--- src/rtl/pcie_rx_req_decoder.sv ---
// pcie_rx_req_decoder: decodes single-DW MWr32/MRd32 TLPs hitting one BAR into register
// write strobes and read requests; every other TLP is consumed and counted as dropped.
module pcie_rx_req_decoder #(
    parameter int C_DATA_WIDTH = 64,
    parameter int KEEP_WIDTH   = C_DATA_WIDTH / 8,
    parameter int ADDR_WIDTH   = 10,
    parameter int BAR_NUM      = 0,
    parameter int TCQ          = 1
) (
    input  logic                    user_clk,
    input  logic                    user_reset,
    input  logic [C_DATA_WIDTH-1:0] m_axis_rx_tdata,
    input  logic [KEEP_WIDTH-1:0]   m_axis_rx_tkeep,
    input  logic                    m_axis_rx_tlast,
    input  logic                    m_axis_rx_tvalid,
    output logic                    m_axis_rx_tready,
    input  logic [21:0]             m_axis_rx_tuser,
    output logic                    rx_np_ok,
    output logic                    wr_en,
    output logic [ADDR_WIDTH-1:0]   wr_addr,
    output logic [31:0]             wr_data,
    output logic [3:0]              wr_be,
    output logic                    rd_valid,
    input  logic                    rd_ready,
    output logic [ADDR_WIDTH-1:0]   rd_addr,
    output logic [15:0]             rd_req_id,
    output logic [7:0]              rd_tag,
    output logic [2:0]              rd_tc,
    output logic [1:0]              rd_attr,
    output logic [15:0]             drop_count
);
    typedef enum logic [1:0] {IDLE, HDR2, DISCARD, RD_WAIT} state_t;
    state_t      state;
    logic        is_wr;
    logic [15:0] req_id;
    logic [7:0]  tag;
    logic [2:0]  tc;
    logic [1:0]  attr;
    logic [3:0]  first_be;
    logic        beat;
    logic        hdr_ok;
    logic [15:0] drop_next;
    logic        unused_bits;

    assign m_axis_rx_tready = state != RD_WAIT;
    assign rx_np_ok         = state != RD_WAIT;
    assign beat             = m_axis_rx_tvalid && m_axis_rx_tready;
    assign drop_next        = drop_count + {15'd0, drop_count != 16'hFFFF};
    assign unused_bits      = ^{m_axis_rx_tkeep, m_axis_rx_tuser, m_axis_rx_tdata, TCQ != 0};

    // A header that ends on its first beat cannot carry an address, so it is dropped too
    assign hdr_ok = (m_axis_rx_tdata[30:24] == 7'h40 || m_axis_rx_tdata[30:24] == 7'h00) &&
                    m_axis_rx_tdata[9:0] == 10'd1 && !m_axis_rx_tdata[14] &&
                    !m_axis_rx_tuser[1] && m_axis_rx_tuser[2+BAR_NUM] && !m_axis_rx_tlast;

    always_ff @(posedge user_clk) begin
        if (user_reset) begin
            state      <= IDLE;
            is_wr      <= 1'b0;
            req_id     <= '0;
            tag        <= '0;
            tc         <= '0;
            attr       <= '0;
            first_be   <= '0;
            wr_en      <= 1'b0;
            wr_addr    <= '0;
            wr_data    <= '0;
            wr_be      <= '0;
            rd_valid   <= 1'b0;
            rd_addr    <= '0;
            rd_req_id  <= '0;
            rd_tag     <= '0;
            rd_tc      <= '0;
            rd_attr    <= '0;
            drop_count <= '0;
        end else begin
            wr_en <= 1'b0;
            case (state)
                IDLE: if (beat) begin
                    is_wr    <= m_axis_rx_tdata[30];
                    tc       <= m_axis_rx_tdata[22:20];
                    attr     <= m_axis_rx_tdata[13:12];
                    req_id   <= m_axis_rx_tdata[63:48];
                    tag      <= m_axis_rx_tdata[47:40];
                    first_be <= m_axis_rx_tdata[35:32];
                    if (hdr_ok) begin
                        state <= HDR2;
                    end else begin
                        drop_count <= drop_next;
                        state      <= m_axis_rx_tlast ? IDLE : DISCARD;
                    end
                end
                HDR2: if (beat) begin
                    if (!m_axis_rx_tlast) begin
                        drop_count <= drop_next;
                        state      <= DISCARD;
                    end else if (is_wr) begin
                        wr_en   <= 1'b1;
                        wr_addr <= m_axis_rx_tdata[ADDR_WIDTH+1:2];
                        wr_data <= m_axis_rx_tdata[63:32];
                        wr_be   <= first_be;
                        state   <= IDLE;
                    end else begin
                        rd_valid  <= 1'b1;
                        rd_addr   <= m_axis_rx_tdata[ADDR_WIDTH+1:2];
                        rd_req_id <= req_id;
                        rd_tag    <= tag;
                        rd_tc     <= tc;
                        rd_attr   <= attr;
                        state     <= RD_WAIT;
                    end
                end
                DISCARD: if (beat && m_axis_rx_tlast) state <= IDLE;
                RD_WAIT: if (rd_ready) begin
                    rd_valid <= 1'b0;
                    state    <= IDLE;
                end
                default: state <= IDLE;
            endcase
        end
    end
endmodule

--- config.mk ---
export PLATFORM = sky130hd
export DESIGN_NAME = pcie_rx_req_decoder
export DESIGN_NICKNAME = d
export VERILOG_FILES = /design/src/rtl/pcie_rx_req_decoder.sv
export SDC_FILE = /design/constraint.sdc
export NUM_CORES = 1
export LEC_CHECK = 0
export BUFFER_PORTS_ARGS = -buffer_cell sky130_fd_sc_hd__buf_4
export CAP_MARGIN = 20
export CORE_ASPECT_RATIO = 1.75
export CORE_MARGIN = 4
export CORE_UTILIZATION = 30
export DETAILED_ROUTE_END_ITERATION = 12
export GPL_TIMING_DRIVEN = 0
export PLACE_DENSITY = 0.62
export SLEW_MARGIN = 0
export SYNTH_ARGS = -nofsm -noshare
export SYNTH_HDL_FRONTEND = slang
export SYNTH_SLANG_ARGS = --single-unit
--- constraint.sdc ---
create_clock -name user_clk -period 3.3 [get_ports user_clk]
set_clock_uncertainty 0.2 [all_clocks]
set_input_delay 0.66 -clock user_clk [delete_from_list [all_inputs] [get_ports user_clk]]
set_output_delay 0.66 -clock user_clk [all_outputs]
set_load 0.05 [all_outputs]
==> reports/metrics.yaml, run 1 <==
layout:
  nets: 953
  drive_above_1_share: 0.255
  antenna_cells: 0
  fin_area_um2: 7410
  utilization: 0.433
  area_delta_synth_final_pct: 40.5
  finalNonFillerCells: 1090
critical_path:
  crit_type: "reg2reg"
  cp-end-kind: "flip-flop"
  critical-path-top-delay-family: "simple AND/OR/NAND/NOR gates"
  critPathRequiredTime_ps: 3390
  cp.buffers_inverters: 1
  arrival_ps: 2890
  cp_slowest_stage_delay_ps: 460
  start_kind: "flip-flop"
  cpMaxStageDelayCell: "dfxtp_1"
  path_cells: "nand4_4, nor3_1, nand3_1, nor3_1, nand4_1, ha_1, ha_1, nand2_1, buf_2, nor3b_1, mux2_2"
  critPathMaxFanout: 10
pwr:
  vdd_ir_drop_max_v: 0.000253
  leakagePower_nw: 2.86
  p_switching_uw: 928
  p_clk_frac: 0.487
  swShare: 0.233
  p_per_area_nw_per_um2: 536
  finalPower_mw: 3.98
  internal_power_mw: 3.05
  pwr-share-seq: 0.437
  p_comb_frac: 0.075
synth:
  synth_nets: 767
  syn_area_um2: 5280
  synthDistinctLibCells: 37
  ys_ff_latch: 139
  ys.warnings.count: 0
  syn_inst: 666
  synth_area_leaders: "dfxtp_1 (53%), nand2_1 (18%), a21oi_1 (13%), clkbuf_1 (2.7%), o31ai_1 (1.0%)"
  synth_top_cell_area_share: 0.527
  synth_area_per_cell_um2: 7.92
  ys_seq_area_frac: 0.527
  yosysTopAreaCell: "dfxtp_1"
die:
  num_rows: 63
  dieArea_um2: 19900
  ios: 204
  fp.dieH_um: 183
  fp.dieW_um: 108
  coreArea_um2: 17100
  initial_core_util: 0.308
routing:
  viasPerCell: 4.66
  routedWlPerCell_um: 15.4
  drtIter0Drc: 198
  vias: 5079
  wl_mm: 16.8
  drtPass1Iterations: 4
  ant_nets: 0
  drc: 0
sta:
  rsz0062_at_grt: "false"
  setup_slack_ps: 508
  hold_slack_ps: 233
  period_needed_ps: 2790
  worst_pin_slew_ps: 891
  setup_viol: 0
  timing.final.crit_share: 0.846
  slew_viol_final: 0
  hold_viol_final: 0
  final.setup.tns_ps: 0
  fmax_ghz: 0.358
  relSlewSlack: 0.403
outcome:
  status: "finished, final reports clean"
clock_network:
  numCtsBuffers: 17
  root_buffer: "clkbuf_16"
  cts.clk_slew.worst_paths_ps: 60
  post_cts_buffers: 0
  clockBufferDepth: 2
  cts_tree: "built"
  h-tree-depth: 4
  insertion_delay_ps: 410
  postCtsResizedCells: 0
  cts_hold_buffers: 0
  cts_num_sinks: 139
grt:
  grt_max_degree: 17
  grt_pass1_wl_mm: 26.1
  grt_antenna_before_repair: 0
  grt_pass1_vias: 4916
  overflow: 0
  grt_usage: 0.170
placement:
  placed_area_um2: 6810
  gp_congestion: 0.818
  portBuffers: 167
  pre_cts_ws_ps: 512
  dpl.cell_count: 1060
  place.detailed.hpwl_mm: 12.6
hold_path:
  hold_class: "reg2reg"
flow_run:
  max-cap-violations: 0
[final timing paths]
kind,start,end,slack [ps],cells after the start
setup / recovery,drop_count[3]$_SDFFE_PP0P_,drop_count[8]$_SDFFE_PP0P_,510,11
hold / removal,req_id[14]$_SDFFE_PP0P_,rd_req_id[14]$_SDFFE_PP0P_,230,2
setup reg to reg,drop_count[3]$_SDFFE_PP0P_,drop_count[8]$_SDFFE_PP0P_,510,11
hold reg to reg,req_id[14]$_SDFFE_PP0P_,rd_req_id[14]$_SDFFE_PP0P_,230,2
[state kept, by name (all words and copies together), names as in the netlist, 4 cells and up]
register	flops
rd_addr	10
wr_addr	10
rd_tag	8
tag	8
rd_req_id	16
drop_count	16
wr_data	32
wr_be	4
req_id	16
first_be	4
[cells in the mapped netlist (all sizes together)]
master and count:
nor2 12, a21oi 136, or3 8, inv 7, nand2b 5, clkbuf 38, and2 1, nand2 248
a2bb2oi 1, ha 2, nor3b 1, mux2 2, nand3 5, dfxtp 139, nor2b 5, mux2i 2
nor4 7, o311ai 1, and3 1, buf 8, o21ai 7, o31ai 7, a22o 1, or4 7
nand4 7, nor3 8
[final cells by class]
| class | instances | area (µm²) |
|---|---|---|
| fill | 1825 | 9690 |
| sequential | 139 | 2780 |
| multi-input combinational | 474 | 2270 |
| timing repair buffer | 167 | 1250 |
| clock buffer | 19 | 453 |
| tap | 227 | 284 |
| buffer | 46 | 194 |
| clock inverter | 11 | 146 |
| inverter | 7 | 26.3 |
[cells in the final DEF, fill, tap and decap left out, types with 2 or more instances in the layout]
cell,n
dfxtp_1,139
buf_2,5
nor2b_1,5
clkinv_2,3
nand2_1,248
nand4_1,5
clkbuf_8,2
ha_1,2
nand2b_1,4
nor3_1,6
clkbuf_16,17
mux2i_1,2
clkbuf_1,38
or3_2,4
clkinv_4,3
buf_4,169
a21oi_1,135
o21ai_0,7
bufinv_16,3
nor2_1,12
nor4_1,5
or3_1,4
nand3_1,5
o31ai_1,7
inv_1,7
nor3_2,2
clkinvlp_4,2
or4_1,7
[kinds of logic after synthesis]
group / count (synthesis) / share of synthesized area
buf+inv: 53 / 0.0417
compound gates: 153 / 0.156
mux: 4 / 0.00877
simple gates: 315 / 0.261
fa+ha+maj: 2 / 0.00474
flops: 139 / 0.527
[per-layer routing]
layer  up-vias  share of wire  wire length, µm  track usage
met5         -              0                0            0
met4         0          0.023              387       0.0592
met3        21          0.049              822       0.0366
met2       122           0.55             9240        0.321
met1      2356           0.38             6320        0.185
li1       2580              -                -            -
[worst min-delay path, cell delays in order, from the launching register on]
cell and delay [ps]:
dfxtp_1 300, nand2_1 50, a21oi_1 50
[power groups by stage]
stage	clock network, mW	registers (mW)	logic [mW]
after floorplan	0	1.80	0.133
after global placement	0	1.77	0.305
after detailed placement	0	1.78	0.307
after CTS	1.99	1.74	0.308
after global routing	2.06	1.74	0.336
final	1.94	1.74	0.300
No activity file was read; power rests on OpenSTA's default activity.
==> run 2: changes to the inputs <==
PLACE_DENSITY = 0.63   (was 0.62)
clock period = 2.5 ns   (was 3.3 ns; I/O delays follow)
==> run 2 against run 1 <==
  * Utilization is 0.38 points higher
  * Power up 26%
  * Combinational power is 32% higher
  * Fmax increased by 18%
  * Register-to-register slack worse by 380 ps
  * Setup slack worse by 380 ps
  * Global-route usage grew 0.14 points
  * Clock power rose by 21%
  * Flip-flop and latch count did not move
  * Final cell count grew 0.73%
  * Routed wire length increased by 0.58%
  * Largest power group unchanged
==> reports/metrics.yaml, run 2 (same netlist as run 1, synthesis figures left out) <==
grt:
  grt_pass1_vias: 4923  # +0.14%
  overflow: 0  # unchanged
  grt_pass1_wl_mm: 26.2  # +0.61%
  grt_antenna_before_repair: 0  # unchanged
  grt_max_degree: 17  # unchanged
  grt_usage: 0.172  # +0.00138
sta:
  setup_viol: 0  # unchanged
  period_needed_ps: 2370  # -424 ps
  hold_viol_final: 0  # unchanged
  fmax_ghz: 0.422  # +18%
  rsz0062_at_grt: "false"
  timing.final.crit_share: 0.947  # +0.101
  worst_pin_slew_ps: 810  # -81.4 ps
  slew_viol_final: 0  # unchanged
  relSlewSlack: 0.457  # +0.0546
  hold_slack_ps: 138  # -95.0 ps
clock_network:
  clockBufferDepth: 2  # unchanged
  cts.clk_slew.worst_paths_ps: 60  # about the same
  cts_tree: "built"
  numCtsBuffers: 17  # unchanged
  cts_hold_buffers: 0  # unchanged
  h-tree-depth: 4  # unchanged
  cts_num_sinks: 139  # unchanged
  root_buffer: "clkbuf_16"
  insertion_delay_ps: 410  # about the same
placement:
  dpl.cell_count: 1060  # unchanged
  place.detailed.hpwl_mm: 12.7  # +1.1%
  portBuffers: 167  # unchanged
  gp_congestion: 0.808  # -1.1%
layout:
  layout_commonest_cell: "nand2_1"
  layout_common_cells: "nand2_1 (247), buf_4 (176), a21oi_1 (135)"
  drive_above_1_share: 0.274  # +0.0195
  area_delta_synth_final_pct: 41.7
  antenna_cells: 0  # unchanged
  top_register: "wr_data"
  largest_register_ffs: 32  # unchanged
  utilization: 0.437  # +0.00380
  nets: 960  # +0.73%
  finalNonFillerCells: 1098  # +0.73%
critical_path:
  start_kind: "flip-flop"
  cp-end-kind: "flip-flop"
  cp.buffers_inverters: 1  # unchanged
  path_cells: "nand4_4, nor3_4, nand3_2, nor3_2, nand4_1, ha_2, and2_1, o311ai_4, buf_6, nor3_2, mux2_4"
  crit_type: "reg2reg"
  cp_common_cell: "nor3_2"
  cpMaxStageDelayCell: "dfxtp_4"
  critical-path-top-delay-family: "simple AND/OR/NAND/NOR gates"
  cp_slowest_stage_delay_ps: 370  # -90 ps
  arrival_ps: 2470  # -420 ps
  critPathRequiredTime_ps: 2600  # -790 ps
  critPathMaxFanout: 5  # -5
pwr:
  p_switching_mw: 1.22  # +32%
  leakagePower_nw: 2.91  # +1.6%
  vdd_ir_drop_max_v: 0.000361  # +43%
  internal_power_mw: 3.81  # +25%
  swShare: 0.243  # +0.00985
  p_comb_frac: 0.079  # +0.004
  pwr-share-seq: 0.455  # +0.018
  p_clk_frac: 0.466  # -0.021
  p_per_area_nw_per_um2: 673  # +25%
die:
  dieArea_um2: 19900  # unchanged
  num_rows: 63  # unchanged
  fp.dieW_um: 108  # unchanged
  ios: 204  # unchanged
  initial_core_util: 0.308  # unchanged
  coreArea_um2: 17100  # unchanged
  fp.dieH_um: 183  # unchanged
routing:
  met1_length_mm: 6.56  # +3.7%
  wl_mm: 16.9  # +0.58%
  highest_layer: "met4"
  drtIter0Drc: 198  # unchanged
  viasPerCell: 4.61  # -0.96%
  drc: 0  # unchanged
  route.met3.wl_um: 859  # +4.5%
  routedWlPerCell_um: 15.4  # -0.15%
  wl_met2_mm: 8.99  # -2.7%
  ant_nets: 0  # unchanged
  vias: 5067  # -0.24%
  drtPass1Iterations: 4  # unchanged
hold_path:
  hold_class: "in2reg"
flow_run:
  max-cap-violations: 0  # unchanged
outcome:
  status: "finished, final reports clean"
## run 2: changes by cell type in the layout (fill, tap and decap cells not counted), sizes merged
cell	previous run	this run
buf	175	182
inv	7	9
clkbuf	57	60
bufinv	3	0
clkinvlp	2	1
## run 2: power groups by stage
stage	Clock (mW)	Combinational, mW	Sequential [mW]
floorplan	0	0.176	2.37
CTS	2.40	0.406	2.29
global placement	0	0.401	2.34
global route	2.50	0.444	2.29
finish	2.34	0.397	2.29
detailed placement	0	0.405	2.34
## run 2: layout make-up
type	instances	area (µm²)
fill	1805	9630
multi-input combinational	474	2300
tap	227	284
buffer	46	200
inverter	7	26.3
timing repair buffer	174	1310
clock buffer	22	494
sequential	139	2810
clock inverter	9	62.6
## run 2: tightest hold or removal path: stages
cell and delay, ps:
buf_4 110, nand2_1 40, a21oi_1 50
## run 2: final timing paths
check | depth (start not counted) | startpoint | to | slack (ps)
setup / recovery | 11 | drop_count[5]$_SDFFE_PP0P_ | drop_count[7]$_SDFFE_PP0P_ | 130
hold / removal | 3 | m_axis_rx_tdata[36] | wr_data[4]$_SDFFE_PP0P_ | 140
setup reg to reg | 11 | drop_count[5]$_SDFFE_PP0P_ | drop_count[7]$_SDFFE_PP0P_ | 130
hold reg to reg | 2 | req_id[13]$_SDFFE_PP0P_ | rd_req_id[13]$_SDFFE_PP0P_ | 240
## run 2: metal layers
metal	track usage	up-vias
met5	0	-
met4	0.0698	0
met3	0.0411	23
met2	0.311	131
met1	0.190	2324
li1	-	2589
## run 2: what timing repair did
item	4_1_cts	5_1_grt
setup buffers	2	5
resized for setup	4	3
pin swaps	0	4
endpoints found under the setup margin	2	12
## run 2: metrics by stage
| step | worst slack (ps) | total power, mW | area (µm²) | TNS, ps |
|---|---|---|---|---|
| finish | 132 | 5.03 | 7480 | 0 |
| global route | 2.98 | 5.24 | 7480 | 0 |
| CTS | 3.60 | 5.10 | 7430 | 0 |
| detailed placement | -76.7 | 2.74 | 6840 | -116 |
| global placement | -73.1 | 2.74 | 6840 | -107 |
| floorplan | 23.9 | 2.55 | 5300 | 0 |
==> run 3: changes to the inputs <==
ABC_AREA = 1   (was unset)
==> run 3 against run 2 <==
  * Sequential share of layout area fell by 1.2 points
  * Combinational power increased by 40%
  * Utilization is 0.98 points lower
  * Final cell count rose by 7.3%
  * Critical path depth did not move
  * Flip-flop and latch count unchanged
  * Setup slack improved by 60 ps
  * Synthesized cell count is 12% higher
  * Area after synthesis rose by 4.1%
  * Largest power group unchanged
==> reports/metrics.yaml, run 3 <==
synth:
  synth_area_leaders: "dfxtp_1 (51%), nor2_1 (19%), o21ai_0 (10%), nand2_1 (3.6%), inv_1 (3.1%)"
  synth_edf_count: 0  # unchanged
  ys_seq_area_frac: 0.506  # -0.0209
  yosys.area_share.simple: 0.287  # +0.0261
  synth_top_cell_area_share: 0.506  # -0.0209
  synth_area_per_cell_um2: 7.37  # -6.9%
  postSynth.asyncResetShare: 0  # unchanged
  synthFlopType: "dfxtp_1"
  yosysTopAreaCell: "dfxtp_1"
  post-synth-top-count-cell: "nor2_1"
  synthAdderAreaFrac: 0.00455  # -0.000188
  syn_inst: 745  # +12%
  synth_compound_area_frac: 0.120  # -0.0365
  ys.warnings.count: 0  # unchanged
  synth_top_family_by_area: "simple AND/OR/NAND/NOR gates"
  ys_top_cells_by_count: "nor2_1 (272), dfxtp_1 (139), o21ai_0 (111), nand2_1 (53), inv_1 (45)"
  synthDistinctLibCells: 28  # -24%
  ys_ff_latch: 139  # unchanged
  syn_area_um2: 5490  # +4.1%
  muxShareOfSynthArea: 0  # -0.00877
  synth_nets: 846  # +10%
  synth-xor-area-share: 0  # unchanged
critical_path:
  cp_common_cell: "nand2_1"
  start_kind: "flip-flop"
  cpMaxStageDelayCell: "or4_1"
  cp_slowest_stage_delay_ps: 520  # +150 ps
  critPathMaxFanout: 6  # +1
  arrival_ps: 2450  # -20 ps
  cp-end-kind: "flip-flop"
  crit_type: "reg2reg"
  critPathRequiredTime_ps: 2640  # +40 ps
  path_cells: "nand2_1, nor2_2, nand2_1, or4_1, ha_2, ha_2, nand3_4, nor2_1, nand3_1, nand2_1, a21oi_1"
pwr:
  p_per_area_nw_per_um2: 726  # +7.9%
  vdd_ir_drop_max_v: 0.000326  # -9.7%
  leakagePower_nw: 3.48  # +20%
  p_comb_frac: 0.099  # +0.020
  pwr-share-seq: 0.420  # -0.035
  internal_power_mw: 4.22  # +11%
  p_clk_frac: 0.481  # +0.015
  finalPower_mw: 5.60  # +11%
  swShare: 0.247  # +0.00393
  p_switching_mw: 1.38  # +13%
die:
  initial_core_util: 0.304  # -0.00417
  fp.dieH_um: 187  # +2.0%
  fp.dieW_um: 110  # +1.9%
  num_rows: 65  # +3.2%
  ios: 204  # unchanged
  coreArea_um2: 18100  # +5.6%
  dieArea_um2: 20600  # +3.9%
routing:
  viasPerCell: 4.57  # -0.98%
  drtPass1Iterations: 5  # +1
  wl_mm: 17.3  # +2.8%
  ant_nets: 0  # unchanged
  drtIter0Drc: 187  # -5.6%
  routedWlPerCell_um: 14.7  # -4.1%
  vias: 5383  # +6.2%
  drc: 0  # unchanged
hold_path:
  hold_class: "in2reg"
sta:
  slew_viol_final: 0  # unchanged
  period_needed_ps: 2310  # -59.7 ps
  timing.final.crit_share: 0.923  # -0.0239
  hold_viol_final: 0  # unchanged
  hold_slack_ps: 84.1  # -54.3 ps
  fmax_ghz: 0.433  # +2.6%
  setup_viol: 0  # unchanged
  worst_pin_slew_ps: 630  # -179 ps
  relSlewSlack: 0.580  # +0.122
  rsz0062_at_grt: "false"
  final.setup.tns_ps: 0  # unchanged
grt:
  grt_usage: 0.173  # +0.00123
  grt_pass1_vias: 5268  # +7.0%
  grt_max_degree: 17  # unchanged
  grt_pass1_wl_mm: 27.5  # +4.8%
  grt_antenna_before_repair: 0  # unchanged
  overflow: 0  # unchanged
clock_network:
  numCtsBuffers: 17  # unchanged
  root_buffer: "clkbuf_16"
  cts_num_sinks: 139  # unchanged
  cts_tree: "built"
  insertion_delay_ps: 410  # about the same
  h-tree-depth: 4  # unchanged
  cts_hold_buffers: 0  # unchanged
  clockBufferDepth: 2  # unchanged
  cts.clk_slew.worst_paths_ps: 70  # about the same
layout:
  drive_above_1_share: 0.270  # -0.00427
  layout_common_cells: "nor2_1 (271), buf_4 (169), dfxtp_1 (128)"
  fin_area_um2: 7720  # +3.2%
  antenna_cells: 0  # unchanged
  largest_register_ffs: 32  # unchanged
  top_register: "wr_data"
  layout_commonest_cell: "nor2_1"
  area_delta_synth_final_pct: 40.5
  utilization: 0.427  # -0.00976
  nets: 1033  # +7.6%
placement:
  portBuffers: 168  # +0.60%
  placed_area_um2: 7060  # +3.2%
  place.detailed.hpwl_mm: 13.2  # +3.8%
  gp_congestion: 0.854  # +5.7%
outcome:
  status: "finished, final reports clean"
flow_run:
  max-cap-violations: 0  # unchanged
-- run 3: changes by cell type after synthesis, moves of 9 or more --
cell / previous run / this run
a21oi_1: 135 / 3
buf_2: 5 / 15
buf_6: 1 / 10
clkbuf_1: 38 / 18
inv_1: 7 / 45
nand2_1: 248 / 53
nand3_1: 5 / 20
nand4_1: 5 / 18
nor2_1: 12 / 272
o21ai_0: 7 / 111
o21ai_1: 0 / 10
-- run 3: power groups by stage --
stage               Clock, mW  Sequential (mW)  Combinational, mW
floorplan                   0             2.49              0.241
global placement            0             2.40              0.555
detailed placement          0             2.40              0.561
CTS                      2.75             2.35              0.562
global route             2.86             2.36              0.621
finish                   2.70             2.35              0.556
-- run 3: critical path: cells and delay by family, from the launching register on --
| kind | cells | cell delay (ps) |
|---|---|---|
| adders and majority gates | 2 | 390 |
| and+or+nand+nor | 8 | 1150 |
| DFF | 1 | 370 |
| AOI/OAI and AO/OA | 1 | 130 |
-- run 3: routing by layer --
layer | track usage | share of wire | vias up
li1 | - | - | 2756
met1 | 0.179 | 0.37 | 2443
met2 | 0.321 | 0.54 | 155
met3 | 0.0408 | 0.053 | 29
met4 | 0.0749 | 0.032 | 0
met5 | 0 | 0 | -
-- run 3: cell type report --
class / instances / area (µm²)
buffer: 45 / 267
timing repair buffer: 168 / 1260
clock inverter: 11 / 169
multi-input combinational: 512 / 2290
inverter: 49 / 184
tap: 234 / 293
sequential: 139 / 2800
fill: 1933 / 10300
clock buffer: 20 / 457
-- run 3: repair_timing --
| action | CTS | global route |
|---|---|---|
| endpoints found under the hold margin | 0 | 0 |
| setup endpoints to repair | 0 | 14 |
| gates resized for setup | 0 | 7 |
| setup buffers | 0 | 0 |
-- run 3: cell families after synthesis --
| family | after synthesis |
|---|---|
| fa+ha+maj | 2 |
| compound gates | 129 |
| flops | 139 |
| buf+inv | 94 |
| simple gates | 381 |
-- run 3: path summary, 6_finish.rpt --
path / from / to / slack [ps] / cells past startpoint
setup / recovery: drop_count[11]$_SDFFE_PP0P_ / drop_count[6]$_SDFFE_PP0P_ / 190 / 11
hold / removal: user_reset / rd_valid$_SDFFE_PP0P_ / 80 / 2
setup reg to reg: drop_count[11]$_SDFFE_PP0P_ / drop_count[6]$_SDFFE_PP0P_ / 190 / 11
hold reg to reg: first_be[2]$_SDFFE_PP0P_ / first_be[2]$_SDFFE_PP0P_ / 270 / 2
-- run 3: metrics by stage --
stage / std cells / setup WS (ps)
after detailed placement: 1147 / 64.6
after global placement: 1147 / 55.3
after global routing: 1178 / 12.0
after floorplan: 745 / 37.9
final: 1178 / 191
after CTS: 1178 / 47.6
